$ cat config.mk
export PLATFORM = sky130hd
export DESIGN_NAME = core_lb_hub
export DESIGN_NICKNAME = d
export VERILOG_FILES = /design/src/rtl/core_lb_hub.sv
export SDC_FILE = /design/constraint.sdc
export NUM_CORES = 1
export LEC_CHECK = 0
export CORE_MARGIN = 10
export CORE_UTILIZATION = 35
export CTS_CLUSTER_DIAMETER = 120
export DETAILED_ROUTE_END_ITERATION = 10
export PLACE_DENSITY_LB_ADDON = 0.15
export SETUP_SLACK_MARGIN = 0.5
export SLEW_MARGIN = 30
export SYNTH_ARGS = -nofsm -noshare
export SYNTH_HDL_FRONTEND = slang
export SYNTH_SLANG_ARGS = --single-unit
$ cat constraint.sdc
create_clock -name clk_lb -period 3.12 [get_ports clk_lb]
set_input_delay 0.624 -clock clk_lb [delete_from_list [all_inputs] [get_ports clk_lb]]
set_output_delay 0.624 -clock clk_lb [all_outputs]
set_load 0.02 [all_outputs]
$ cat src/rtl/core_lb_hub.sv
// ---------------------------------------------------------------------------
// core_lb_hub
//   Local-bus hub in front of NUM_CH capture-channel slaves (sump2 instances).
//   Decodes the byte address, forwards channel accesses one cycle later, and
//   runs a small IDLE/WAIT/DONE read FSM that waits for the selected channel's
//   ready pulse. It also implements the hub registers: ID, scratch and status.
//   Bus errors (unmapped accesses, reads while busy, and read timeouts) go to a
//   saturating 16-bit counter.
//
//   Optional build macro: CORE_LB_TIMEOUT_EN. When it is defined, a channel
//   read that waits TIMEOUT_CYC cycles without ready completes with
//   32'hDEADBEEF and counts as an error.
//
// Ports
//   clk_lb      in   local-bus clock, rising edge
//   reset       in   synchronous active-high reset
//   lb_wr       in   single-cycle write strobe
//   lb_rd       in   single-cycle read strobe
//   lb_addr     in   byte address; only [7:2] are decoded
//   lb_wr_d     in   write data
//   lb_rd_d     out  read data, valid while lb_rd_rdy=1, else 0
//   lb_rd_rdy   out  single-cycle read-complete pulse
//   ch_cs_ctrl  out  per-channel control-register select
//   ch_cs_data  out  per-channel data-register select
//   ch_wr       out  forwarded write strobe
//   ch_rd       out  forwarded read strobe
//   ch_wr_d     out  forwarded write data
//   ch_rd_d     in   channel read data, channel k at [32k+31:32k]
//   ch_rd_rdy   in   channel read-ready pulses
//   err_cnt     out  saturating bus-error count
// ---------------------------------------------------------------------------
module core_lb_hub #(
    parameter int          NUM_CH      = 4,
    parameter int          TIMEOUT_CYC = 255,
    parameter logic [31:0] HUB_ID      = 32'h53554D50
) (
    input  logic                 clk_lb,
    input  logic                 reset,
    input  logic                 lb_wr,
    input  logic                 lb_rd,
    input  logic [31:0]          lb_addr,
    input  logic [31:0]          lb_wr_d,
    output logic [31:0]          lb_rd_d,
    output logic                 lb_rd_rdy,
    output logic [NUM_CH-1:0]    ch_cs_ctrl,
    output logic [NUM_CH-1:0]    ch_cs_data,
    output logic                 ch_wr,
    output logic                 ch_rd,
    output logic [31:0]          ch_wr_d,
    input  logic [NUM_CH*32-1:0] ch_rd_d,
    input  logic [NUM_CH-1:0]    ch_rd_rdy,
    output logic [15:0]          err_cnt
);

    localparam int          CH_W     = (NUM_CH > 1) ? $clog2(NUM_CH) : 1;
    localparam logic [31:0] BAD_DATA = 32'hDEADBEEF;

    localparam logic [1:0] ST_IDLE = 2'd0;
    localparam logic [1:0] ST_WAIT = 2'd1;
    localparam logic [1:0] ST_DONE = 2'd2;

    logic [1:0]      state;
    logic [CH_W-1:0] rd_ch;     // channel owning the outstanding read
    logic [31:0]     scratch;

    // ---------------- address decode ----------------
    logic [3:0]      page;
    logic [1:0]      hub_reg;
    logic            is_ch;
    logic            is_hub;
    logic            mapped;
    logic [CH_W-1:0] ch_idx;

    assign page    = lb_addr[7:4];
    assign hub_reg = lb_addr[3:2];
    assign is_ch   = ({1'b0, page} < 5'(NUM_CH));
    assign is_hub  = (page == 4'hF);
    assign ch_idx  = page[CH_W-1:0];
    // 0xFC has no register behind it and is treated like any unmapped address.
    assign mapped  = is_ch || (is_hub && hub_reg != 2'd3);

    logic unused_addr_bits;
    assign unused_addr_bits = ^{lb_addr[31:8], lb_addr[1:0]};

    // ---------------- access qualification ----------------
    logic idle;
    logic fwd_wr;
    logic fwd_rd;
    logic hub_rd;
    logic wr_err;
    logic rd_err;
    logic clr_err;

    assign idle    = (state == ST_IDLE);
    // Writes are forwarded in any state; reads only start from IDLE.
    assign fwd_wr  = lb_wr && is_ch;
    assign fwd_rd  = lb_rd && idle && is_ch;
    assign hub_rd  = lb_rd && idle && !is_ch;   // hub register or unmapped
    assign wr_err  = lb_wr && !mapped;
    assign rd_err  = lb_rd && (!idle || !mapped);
    assign clr_err = lb_wr && is_hub && (hub_reg == 2'd2) && lb_wr_d[31];

    logic [31:0] hub_rdata;
    always_comb begin
        // NOTE: every path assigns hub_rdata, so no latch is inferred.
        hub_rdata = BAD_DATA;
        if (is_hub) begin
            case (hub_reg)
                2'd0:    hub_rdata = HUB_ID;
                2'd1:    hub_rdata = scratch;
                2'd2:    hub_rdata = {err_cnt, 12'd0, 4'(NUM_CH)};
                default: hub_rdata = BAD_DATA;
            endcase
        end
    end

    logic [NUM_CH-1:0] ch_onehot;
    always_comb begin
        ch_onehot         = '0;
        ch_onehot[ch_idx] = 1'b1;
    end

    // Only the channel that owns the read is observed.
    logic        sel_rdy;
    logic [31:0] sel_data;
    assign sel_rdy  = ch_rd_rdy[rd_ch];
    assign sel_data = ch_rd_d[32*rd_ch +: 32];

    // ---------------- optional read timeout ----------------
    logic to_fire;
`ifdef CORE_LB_TIMEOUT_EN
    logic [15:0] to_cnt;

    always_ff @(posedge clk_lb) begin
        if (reset) begin
            to_cnt <= '0;
        end else if (state == ST_WAIT && !sel_rdy) begin
            to_cnt <= to_cnt + 16'd1;
        end else begin
            to_cnt <= '0;
        end
    end

    // When ready and timeout land in the same cycle, ready wins.
    assign to_fire = (state == ST_WAIT) && !sel_rdy && (to_cnt == 16'(TIMEOUT_CYC - 1));
`else
    logic [15:0] unused_timeout;
    assign unused_timeout = 16'(TIMEOUT_CYC);
    assign to_fire        = 1'b0;
`endif

    // ---------------- error counter arithmetic ----------------
    logic [1:0]  err_inc;
    logic [16:0] err_sum;
    assign err_inc = {1'b0, wr_err} + {1'b0, rd_err} + {1'b0, to_fire};
    assign err_sum = {1'b0, err_cnt} + {15'd0, err_inc};

    // ---------------- sequential logic ----------------
    // NOTE: reset is tested first, so strobes presented during reset are
    // dropped, and all state uses non-blocking assignments.
    always_ff @(posedge clk_lb) begin
        if (reset) begin
            state      <= ST_IDLE;
            rd_ch      <= '0;
            scratch    <= '0;
            err_cnt    <= '0;
            lb_rd_d    <= '0;
            lb_rd_rdy  <= 1'b0;
            ch_cs_ctrl <= '0;
            ch_cs_data <= '0;
            ch_wr      <= 1'b0;
            ch_rd      <= 1'b0;
            ch_wr_d    <= '0;
        end else begin
            lb_rd_rdy <= 1'b0;
            lb_rd_d   <= '0;
            ch_wr     <= fwd_wr;
            ch_rd     <= fwd_rd;

            if (fwd_wr || fwd_rd) begin
                ch_cs_ctrl <= lb_addr[2] ? '0 : ch_onehot;
                ch_cs_data <= lb_addr[2] ? ch_onehot : '0;
                ch_wr_d    <= lb_wr_d;
            end

            if (lb_wr && is_hub && hub_reg == 2'd1) begin
                scratch <= lb_wr_d;
            end

            if (clr_err) begin
                err_cnt <= '0;
            end else if (err_sum[16]) begin
                err_cnt <= 16'hFFFF;
            end else begin
                err_cnt <= err_sum[15:0];
            end

            case (state)
                ST_IDLE: begin
                    if (fwd_rd) begin
                        rd_ch <= ch_idx;
                        state <= ST_WAIT;
                    end else if (hub_rd) begin
                        lb_rd_rdy <= 1'b1;
                        lb_rd_d   <= hub_rdata;
                    end
                end
                ST_WAIT: begin
                    // lb_rd_rdy is raised here so it is high during DONE.
                    if (sel_rdy) begin
                        lb_rd_rdy <= 1'b1;
                        lb_rd_d   <= sel_data;
                        state     <= ST_DONE;
                    end else if (to_fire) begin
                        lb_rd_rdy <= 1'b1;
                        lb_rd_d   <= BAD_DATA;
                        state     <= ST_DONE;
                    end
                end
                ST_DONE: state <= ST_IDLE;
                default: state <= ST_IDLE;
            endcase
        end
    end

endmodule

## Word level (Yosys, flattened, before mapping)

Cells that the tools add are included.

| storage, ports and cells | value |
|---|---|
| output and inout port bits | 91 |
| flip-flop bits (word level) | 127 |
| bits in latches | 0 |
| memories kept | 0 |
| memory bits (read-only) | 0 |
| memory bits (writable) | 0 |

| cells by class | value |
|---|---|
| order comparisons | 4 |
| multiplexer cells | 20 |
| div/mod/pow operators | 0 |
| shift-type cells | 1 |
| $add $sub $neg | 2 |
| multiply operators | 0 |
| bitwise gates (word level) | 0 |
| eq/ne operators | 7 |
| reduce and logical (&&, ||, !) cells | 23 |

Operators by type and width:

| cell | number |
|---|---|
| 32-bit 2-to-1 mux | 4 |
| 128-bit by 8-bit indexed part select with 32-bit output | 1 |
| 32-bit one-hot mux with 3 select lines | 1 |
| 32-bit one-hot mux with 2 select lines | 1 |
| 16-bit by 2-bit adder with 17-bit output | 1 |
| 16-bit 2-to-1 mux | 1 |
| 1-bit logical AND | 12 |
| 4-bit 2-to-1 mux | 2 |
| 2-bit by 3-bit less-than comparator with 1-bit output (second input constant) | 2 |
| 1-bit 2-to-1 mux | 5 |
| 2-bit by 1-bit equality test with 1-bit output (second input constant) | 2 |
| 4-bit equality test (second input constant) | 1 |
| 2-bit zero test | 2 |
| 4-bit by 3-bit less-than comparator with 1-bit output (second input constant) | 1 |
| 2-bit 2-to-1 mux | 2 |
| 2-bit inequality test (second input constant) | 2 |
| 2-bit one-hot mux with 2 select lines | 1 |
| 2-bit AND reduction | 2 |
| 1-bit zero test | 3 |
| 1-bit logical OR | 3 |
| 1-bit by 1-bit adder with 2-bit output | 1 |
| 1-bit binary-select mux with 2-bit select | 1 |
| 1-bit demux with 2-bit select | 1 |
| 2-bit equality test (second input constant) | 1 |
| other kinds (4) | 4 |

## Longest topological paths before layout

Gate-level depths: netlist of the first run.

| depth | value |
|---|---|
| depth in word-level cells | 9 |
| mapped depth | 13 |

## Least setup slack after synthesis of the first run

OpenSTA, ideal clock, no wires.

| path | value |
|---|---|
| path type | in2reg |
| start | in lb_addr[4] |
| end | reg err_cnt[13] |
| library setup time | 137 ps |
| path slack | -6 ps |
| data required time | 2983 ps |
| data arrival time | 2990 ps |
| stages | 13 |
| cells stage by stage | buf_2 -> nand4_1 -> clkbuf_1 -> a21oi_1 -> nor2_1 -> o31a_1 -> fa_1 -> ha_1 -> nand4_1 -> nor2_1 -> nand4_1 -> clkbuf_1 -> a31oi_1 |

| between the ends | value |
|---|---|
| word-level cells in the longest chain between the ends | 9 |
| elaborated cells between the ends (all ways) | 15 |
| classes of those cells | 2 x add/sub; 1 x order compare; 1 x eq/ne; 1 x mux; 10 x reduce/logical |

Ends and longest elaborated chain:

| element | RTL line | source |
|---|---|---|
| start: declaration | 41 | `input logic [31:0] lb_addr,` |
| branches (longest 9 deep; another with 16-bit by 2-bit adder with 17-bit output) | n/a |  |
| end signal: assignment | 195 | `err_cnt <= err_sum[15:0];` |
| end: declaration | 52 | `output logic [15:0] err_cnt` |

Parallel ways; which one is timed is not known.
A chain may end at the register's enable or synchronous reset.

## Final worst setup path of the first run

| path | value |
|---|---|
| start | in lb_wr |
| end | reg err_cnt[0] |

| between the ends | value |
|---|---|
| word-level cells in the longest chain between the ends | 4 |
| elaborated cells between the ends (all ways) | 8 |
| classes of those cells | 2 x add/sub; 1 x mux; 5 x reduce/logical |

Ends and longest elaborated chain:

| element | RTL line | source |
|---|---|---|
| start: declaration | 39 | `input logic lb_wr,` |
| 1-bit logical AND (on tied branches) | 99, 101 |  |
| 1-bit by 1-bit adder with 2-bit output / 1-bit logical AND (equally long branches) | 155, 101 |  |
| 16-bit by 2-bit adder with 17-bit output / 1-bit logical AND (equally long branches) | 156, 101 |  |
| 16-bit 2-to-1 mux / 2-bit OR reduction (equally long branches) | n/a |  |

Parallel ways exist; a longest one is shown, timed or not.

==> flow_summary.rst, run 1 <==
.. list-table::
   :header-rows: 1

   * - Metric
     - Value
   * - Wire length reported by the detailed router
     - between 20,000 and 25,000 µm
   * - Highest ir drop seen on vdd
     - roughly 0.33 mV
   * - Cts-stage hold buffer count
     - 0
   * - Iter 0 DRT Violations
     - slightly below 300
   * - Most common cell after layout, fill and taps aside
     - clkdlybuf4s50_1
   * - Average detailed-routed wire length per instance
     - 20.8 µm
   * - Yosys warning total
     - 0
   * - Final count of pins violating max slew
     - 0
   * - Commonest non-fill, non-tap cells in the layout
     - clkdlybuf4s50_1 (257), nand2_1 (159), dfxtp_1 (126)
   * - Hpwl dp
     - between 15,000 and 20,000 µm
   * - Setup TNS
     - 0 ns
   * - Final Instance Area
     - between 9000 and 10,000 µm²
   * - Category of the worst setup path capture point
     - register
   * - Most frequently used flop master after synthesis
     - dfxtp_1
   * - Port buffer count
     - roughly 260
   * - Worst clock skew on the final layout
     - 0.0175 ns
   * - Maximum number of pins on one net before global-route repair
     - 72
   * - Worst EP arrival
     - 2.87 ns
   * - TritonRoute pass-1 iters
     - 5
   * - Instance area after placement
     - between 8000 and 9000 µm²
   * - Area of the core region
     - roughly 16,000 µm²
   * - Initial antenna violation count
     - 0
   * - Sequential-to-total area share from yosys stat
     - 0.437
   * - Required @ worst endpoint
     - 3.45 ns
   * - Clock tree from TritonCTS
     - built
   * - Final ANT Viol Nets
     - 0
   * - Number of global-route vias before repair
     - a little over 6,000
   * - Power per unit of standard cell area
     - between 400 and 500 nW/µm²
   * - Area of the mapped netlist
     - slightly below 6000 µm²
   * - Site Rows
     - between 40 and 50
   * - Die width
     - roughly 150 µm
   * - Clk buf depth
     - 2
   * - IO Pins
     - slightly below 300
   * - Setup violations, final
     - 0
   * - Synthesis-stage register bit count
     - around 130
   * - CTS Buf Count
     - 17
   * - Slew of the pin with the lowest slew margin
     - ~0.77 ns
   * - Buffer cell driving the clock tree root
     - clkbuf_16
   * - Total power
     - ~4.2 mW
   * - Synthesized area per cell
     - ~8.8 µm²
   * - Number of violations of the max-capacitance limit
     - 0
   * - Highest attainable clock frequency
     - 0.394 GHz
   * - Period utilization
     - 0.813
   * - Post-route minimum period
     - roughly 2.5 ns
   * - Die area
     - between 20,000 and 25,000 µm²
   * - Aggregate global-route resource usage
     - 0.208
   * - Instance count of the mapped netlist
     - 661
   * - Count of nets after finishing
     - between 1,000 and 1,500
   * - Final core utilization
     - 0.564
   * - Endpoints failing hold
     - 0
   * - Layout overhead on the synthesized area
     - 59.6%
   * - Insertion delay to the later sink of the worst-skew pair
     - approximately 0.42 ns
   * - Antenna Diode Count
     - 0
   * - GRT Residual Overflow
     - 0
   * - Unrepaired setup endpoints after global routing
     - false
   * - Share of layout cells above drive strength 1
     - 0.118
   * - Clk sink count
     - roughly 130
   * - Global-route wire length before repair
     - about 36,000 µm
   * - Leakage power figure
     - about 3.2 nW
   * - Total nets after synthesis
     - about 860
   * - Maximum net fanout on the critical path
     - 12
   * - Number of vias after detailed routing
     - about 5,900
   * - H-Tree Depth
     - 4
   * - Kind of critical path
     - in2reg
   * - Final weighted congestion in routability-driven placement
     - 0.925
   * - Vias per cell
     - 5.19
   * - Die extent in y
     - approximately 150 µm
   * - Post-synth EDFFs
     - 0
   * - Number of remaining DRC errors
     - 0
   * - Hold/Removal Path Class
     - reg2reg
   * - Relative slew slack
     - 0.487
   * - CP Launch Type
     - input pin
   * - Distinct cell type count of the synthesized netlist
     - 55
   * - Starting density of the core
     - 0.354
   * - Synth async-reset ratio
     - 0
   * - Clock slew at reported path FFs
     - approximately 0.050 ns
   * - Run status
     - complete, no violations
per-layer routing:
metal  GRT usage  up-vias  part of all wire
met4      0.0604        0             0.014
met1       0.268     2863              0.44
li1            -     2830                 -
met3      0.0713       20             0.084
met2       0.321      233              0.46
met5           0        -                 0
where the power goes:
part	internal, mW	switching (mW)	leakage (nW)
Sequential	1.68	0.0340	1.03
Clock	1.13	0.680	0.257
Combinational	0.398	0.313	1.91
Total	3.20	1.03	3.20
synth_stat cells (all sizes together), types with 2 or more instances:
library cell	n	share of area
a211o	2	0.0030
a21oi	105	0.090
a22o	2	0.0030
a22oi	12	0.015
a2bb2oi	9	0.014
and3	2	0.0021
and4	3	0.0045
buf	20	0.023
clkbuf	38	0.025
dfxtp	127	0.44
inv	5	0.0032
mux4	33	0.13
nand2	159	0.10
nand2b	3	0.0032
nand3	8	0.0077
nand4	7	0.0075
nand4b	3	0.0045
nor2	37	0.024
nor2b	6	0.0064
nor3	16	0.015
nor3b	2	0.0026
nor4	2	0.0021
o21a	3	0.0039
o21ai	20	0.017
o22a	5	0.0075
o2bb2ai	3	0.0045
o31a	2	0.0030
or2	2	0.0021
or3	2	0.0030
xnor2	4	0.0060
xor2	4	0.0060
state kept, by name, indices dropped and copies added, names as in the netlist:
signal      flops
ch_cs_ctrl      4
ch_cs_data      4
ch_rd           1
ch_wr           1
ch_wr_d        32
err_cnt        16
lb_rd_d        32
lb_rd_rdy       1
rd_ch           2
scratch        32
state           2
worst paths after layout:
kind | from | endpoint | slack, ns | cells after the start
worst max-delay path | lb_wr | err_cnt[0]$_SDFF_PP0_ | 0.58 | 10
worst min-delay path | ch_wr_d[7]$_SDFFE_PP0P_ | ch_wr_d[7]$_SDFFE_PP0P_ | 0.45 | 2
worst max register to register | rd_ch[1]$_SDFFE_PP0P_ | lb_rd_d[27]$_SDFF_PP0_ | 1.10 | 4
worst min register to register | ch_wr_d[7]$_SDFFE_PP0P_ | ch_wr_d[7]$_SDFFE_PP0P_ | 0.45 | 2
cell families (layout without fill, tap and decap cells):
logic type,count (synthesis),count (layout),synth area share
adders and majority gates,2,2,0.00559
buffers and inverters,64,329,0.0511
and+or+nand+nor,258,258,0.197
AOI/OAI and AO/OA,169,169,0.170
xor gates and xnor gates,8,8,0.0120
DFF,127,127,0.437
muxes,33,33,0.128
timing repair:
action / in CTS / in global routing
hold endpoints to repair: 0 / 0
setup endpoints to repair: 15 / 16
pin swaps: 5 / 6
gates cloned: 0 / 0
setup buffers: 4 / 1
gates resized for setup: 5 / 5
cell type report:
| cell class | count | area, µm² |
|---|---|---|
| Clock buffer | 25 | 475 |
| Multi-Input combinational cell | 470 | 3050 |
| Timing Repair Buffer | 292 | 2860 |
| Fill cell | 1490 | 7180 |
| Tap cell | 220 | 275 |
| Clock inverter | 6 | 60.1 |
| Inverter | 6 | 22.5 |
| Sequential cell | 127 | 2540 |
critical path, cell delays in order:
cell             delay (ns)
clkdlybuf4s50_1        0.55
inv_1                  0.16
nor3_2                 0.25
fa_2                   0.28
ha_4                   0.14
nand4_1                0.15
nor2_2                 0.21
nand4_1                0.17
buf_12                 0.20
a21oi_1                0.14
metrics by stage:
step	hold WS [ns]	worst slack [ns]	std cells
after global placement	0.439	-0.00208	1110
after global routing	0.466	0.505	1146
after detailed placement	0.445	-0.0598	1110
after CTS	0.453	0.509	1145
after floorplan	0.433	0.346	661
final	0.452	0.582	1146
No activity file was read; power rests on OpenSTA's default activity.
==> run 2: changes to the inputs <==
==> constraint.sdc (replaced) <==
create_clock -name clk_lb -period 2.45 [get_ports clk_lb]
set_input_delay 0.49 -clock clk_lb [delete_from_list [all_inputs] [get_ports clk_lb]]
set_output_delay 0.49 -clock clk_lb [all_outputs]
set_load 0.02 [all_outputs]
==> flow_summary.rst, run 2 (synthesized netlist as in run 1, its figures left out) <==
.. list-table::
   :header-rows: 1

   * - Metric
     - Value
   * - TritonRoute pass-1 iters
     - 5 (unchanged)
   * - CP Launch Type
     - input pin
   * - Share of total power in the clock network
     - 0.444 (+0.017)
   * - Final Instance Area
     - 9450 µm² (+1.7%)
   * - Comb power frac
     - 0.165 (-0.003)
   * - Global route hottest layer
     - met2
   * - Run status
     - complete, no violations
   * - Vias per cell
     - 5.16 (-0.54%)
   * - Number of violations of the max-capacitance limit
     - 0 (unchanged)
   * - Category of the worst setup path capture point
     - register
   * - Initial antenna violation count
     - 0 (unchanged)
   * - Number of vias after detailed routing
     - 5,955 (+0.15%)
   * - H-Tree Depth
     - 4 (unchanged)
   * - Maximum net fanout on the critical path
     - 12 (unchanged)
   * - Required @ worst endpoint
     - 2.79 ns (-0.66 ns)
   * - Switching power
     - 1.31 mW (+28%)
   * - Number of remaining DRC errors
     - 0 (unchanged)
   * - Setup Slack @ Placement
     - -0.557 ns (-0.497 ns)
   * - Met2 Resource Use GR
     - 0.324 (+0.00311)
   * - Setup violations, final
     - 0 (unchanged)
   * - Number of global-route vias before repair
     - 6,139 (+1.4%)
   * - GRT Residual Overflow
     - 0 (unchanged)
   * - Met3 capacity usage during global routing
     - 0.0731 (+0.00182)
   * - Port buffer count
     - 264 (unchanged)
   * - Hold/Removal Path Class
     - in2reg
   * - Slew of the pin with the lowest slew margin
     - 0.713 ns (-0.0553 ns)
   * - Insertion delay to the later sink of the worst-skew pair
     - 0.42 ns (about the same)
   * - Slowest cell on the critical path
     - clkdlybuf4s50_1
   * - Power per unit of standard cell area
     - 589 nW/µm² (+29%)
   * - Highest attainable clock frequency
     - between 0.4 and 0.5 GHz
   * - Hpwl dp
     - 18,400 µm (-1.3%)
   * - Clk buf depth
     - 2 (unchanged)
   * - Design internal power
     - 4.25 mW (+33%)
   * - Final weighted congestion in routability-driven placement
     - 0.914 (-1.1%)
   * - Clk sink count
     - 127 (unchanged)
   * - CTS Buf Count
     - 17 (unchanged)
   * - Worst EP arrival
     - 2.53 ns (-0.34 ns)
   * - Count of nets after finishing
     - 1,123 (+0.63%)
   * - Proportion of total power due to net switching
     - 0.236 (-0.00661)
   * - Endpoints failing hold
     - 0 (unchanged)
   * - Die area
     - 22,200 µm² (unchanged)
   * - Final count of pins violating max slew
     - 0 (unchanged)
   * - Worst clock skew on the final layout
     - 0.00905 ns (-0.00841 ns)
   * - Area of the core region
     - 16,500 µm² (unchanged)
   * - Clock slew at reported path FFs
     - 0.06 ns (about the same)
   * - Final ANT Viol Nets
     - 0 (unchanged)
   * - Global-route wire length before repair
     - 35,700 µm (-1.2%)
   * - Final instance count without filler cells
     - 1,154 (+0.70%)
   * - Die extent in y
     - 149 µm (unchanged)
   * - Number of buffers and inverters on the critical path
     - 3 (unchanged)
   * - Starting density of the core
     - 0.354 (unchanged)
   * - Average detailed-routed wire length per instance
     - 20.4 µm (-2.3%)
   * - Dominant delay contributor by cell family on the critical path
     - buffers and inverters
   * - Placed Instances
     - 1,118 (+0.72%)
   * - Highest ir drop seen on vdd
     - 0.415 mV (+26%)
   * - Kind of critical path
     - in2reg
   * - Slack of the critical path
     - 0.260 ns (-0.322 ns)
   * - Sequential power share
     - 0.391 (-0.013)
   * - Most common cell after layout, fill and taps aside
     - clkdlybuf4s50_1
   * - Maximum number of pins on one net before global-route repair
     - 72 (unchanged)
   * - Antenna Diode Count
     - 0 (unchanged)
   * - Instance area after placement
     - 8820 µm² (+1.3%)
   * - Largest regs
     - ch_wr_d x32, lb_rd_d x32, scratch x32
   * - Leakage power figure
     - 3.39 nW (+5.8%)
   * - Post-route minimum period
     - 2.19 ns
   * - Cts-stage hold buffer count
     - 0 (unchanged)
   * - Clock tree from TritonCTS
     - built
   * - Grt met1 use
     - 0.261 (-0.00732)
   * - Dominant cell type by count on the critical path
     - nand4_1
   * - Final core utilization
     - 0.574 (+0.00980)
   * - Site Rows
     - 47 (unchanged)
   * - Aggregate global-route resource usage
     - 0.205 (-0.00232)
   * - Buffer cell driving the clock tree root
     - clkbuf_16
   * - Iter 0 DRT Violations
     - 384 (+32%)
   * - Share of layout cells above drive strength 1
     - 0.134 (+0.0161)
   * - IO Pins
     - 291 (unchanged)
   * - Commonest non-fill, non-tap cells in the layout
     - clkdlybuf4s50_1 (239), nand2_1 (159), dfxtp_1 (125)
   * - Wire length reported by the detailed router
     - 23,500 µm (-1.6%)
   * - Layout overhead on the synthesized area
     - 62.3%
   * - Biggest cell delay along the critical path
     - 0.52 ns (-0.03 ns)
   * - Sequence of cells on the critical path
     - clkdlybuf4s50_1, inv_1, nor3_2, fa_2, ha_4, nand4_1, nor2_4, nand4_1, buf_12, a21oi_1
   * - Die width
     - 149 µm (unchanged)
   * - Period utilization
     - 0.894
   * - Unrepaired setup endpoints after global routing
     - true
   * - Relative slew slack
     - 0.524 (+0.0376)
==> run 2: changes by cell type in the layout (fill, tap and decap cells not counted), sizes merged, moves of 2 or more <==
cell           before  now
buf                29   40
clkdlybuf4s15       2    0
clkdlybuf4s50     257  239
clkinvlp            2    0
dlygate4sd2         2   18
==> run 2: cell type report <==
class	count	area (µm²)
multi-input combinational	470	3080
timing repair buffer	299	2950
sequential	127	2540
clock inverter	6	80.1
fill	1464	7010
inverter	6	22.5
tap	220	275
clock buffer	26	499
==> run 2: power groups by stage <==
stage                     clock [mW]  combinational (mW)  sequential, mW
after floorplan                    0               0.311            2.28
after global placement             0               0.907            2.22
after detailed placement           0               0.918            2.22
after CTS                       2.51               0.924            2.17
after global routing            2.62               0.983            2.18
final                           2.47               0.919            2.18
==> run 2: worst register-to-register path: stages, from the launching register on <==
cell and delay, ns:
dfxtp_1 0.34, o31a_1 0.33, fa_2 0.38, ha_4 0.18, nand4_1 0.15, nor2_4 0.06, and4_1 0.20, a311oi_1 0.24
==> run 2: metal layers <==
metal	vias up	wire (µm)
met1	2837	10200
met2	243	11000
met3	24	2030
met4	0	258
met5	-	0
li1	2851	-
==> run 2: through the flow <==
stage	power, mW	TNS (ns)	hold slack, ns
after floorplan	2.59	-2.17	0.433
after global placement	3.12	-7.27	0.439
after detailed placement	3.14	-7.95	0.448
after CTS	5.61	0	0.352
after global routing	5.78	0	0.388
final	5.56	0	0.377
==> run 2: final timing paths <==
| path | start | to | slack (ns) | cells after the start |
|---|---|---|---|---|
| max | lb_wr | err_cnt[1]$_SDFF_PP0_ | 0.26 | 10 |
| min | reset | scratch[31]$_SDFFE_PP0P_ | 0.38 | 2 |
| max reg2reg | state[1]$_SDFFE_PP0P_ | err_cnt[12]$_SDFF_PP0_ | 0.48 | 7 |
| min reg2reg | ch_wr_d[7]$_SDFFE_PP0P_ | ch_wr_d[7]$_SDFFE_PP0P_ | 0.45 | 2 |
==> run 2: repair_timing <==
action	in CTS	in global routing
setup buffers	4	0
pin swaps	10	6
endpoints found under the setup margin	37	21
resized for setup	43	6
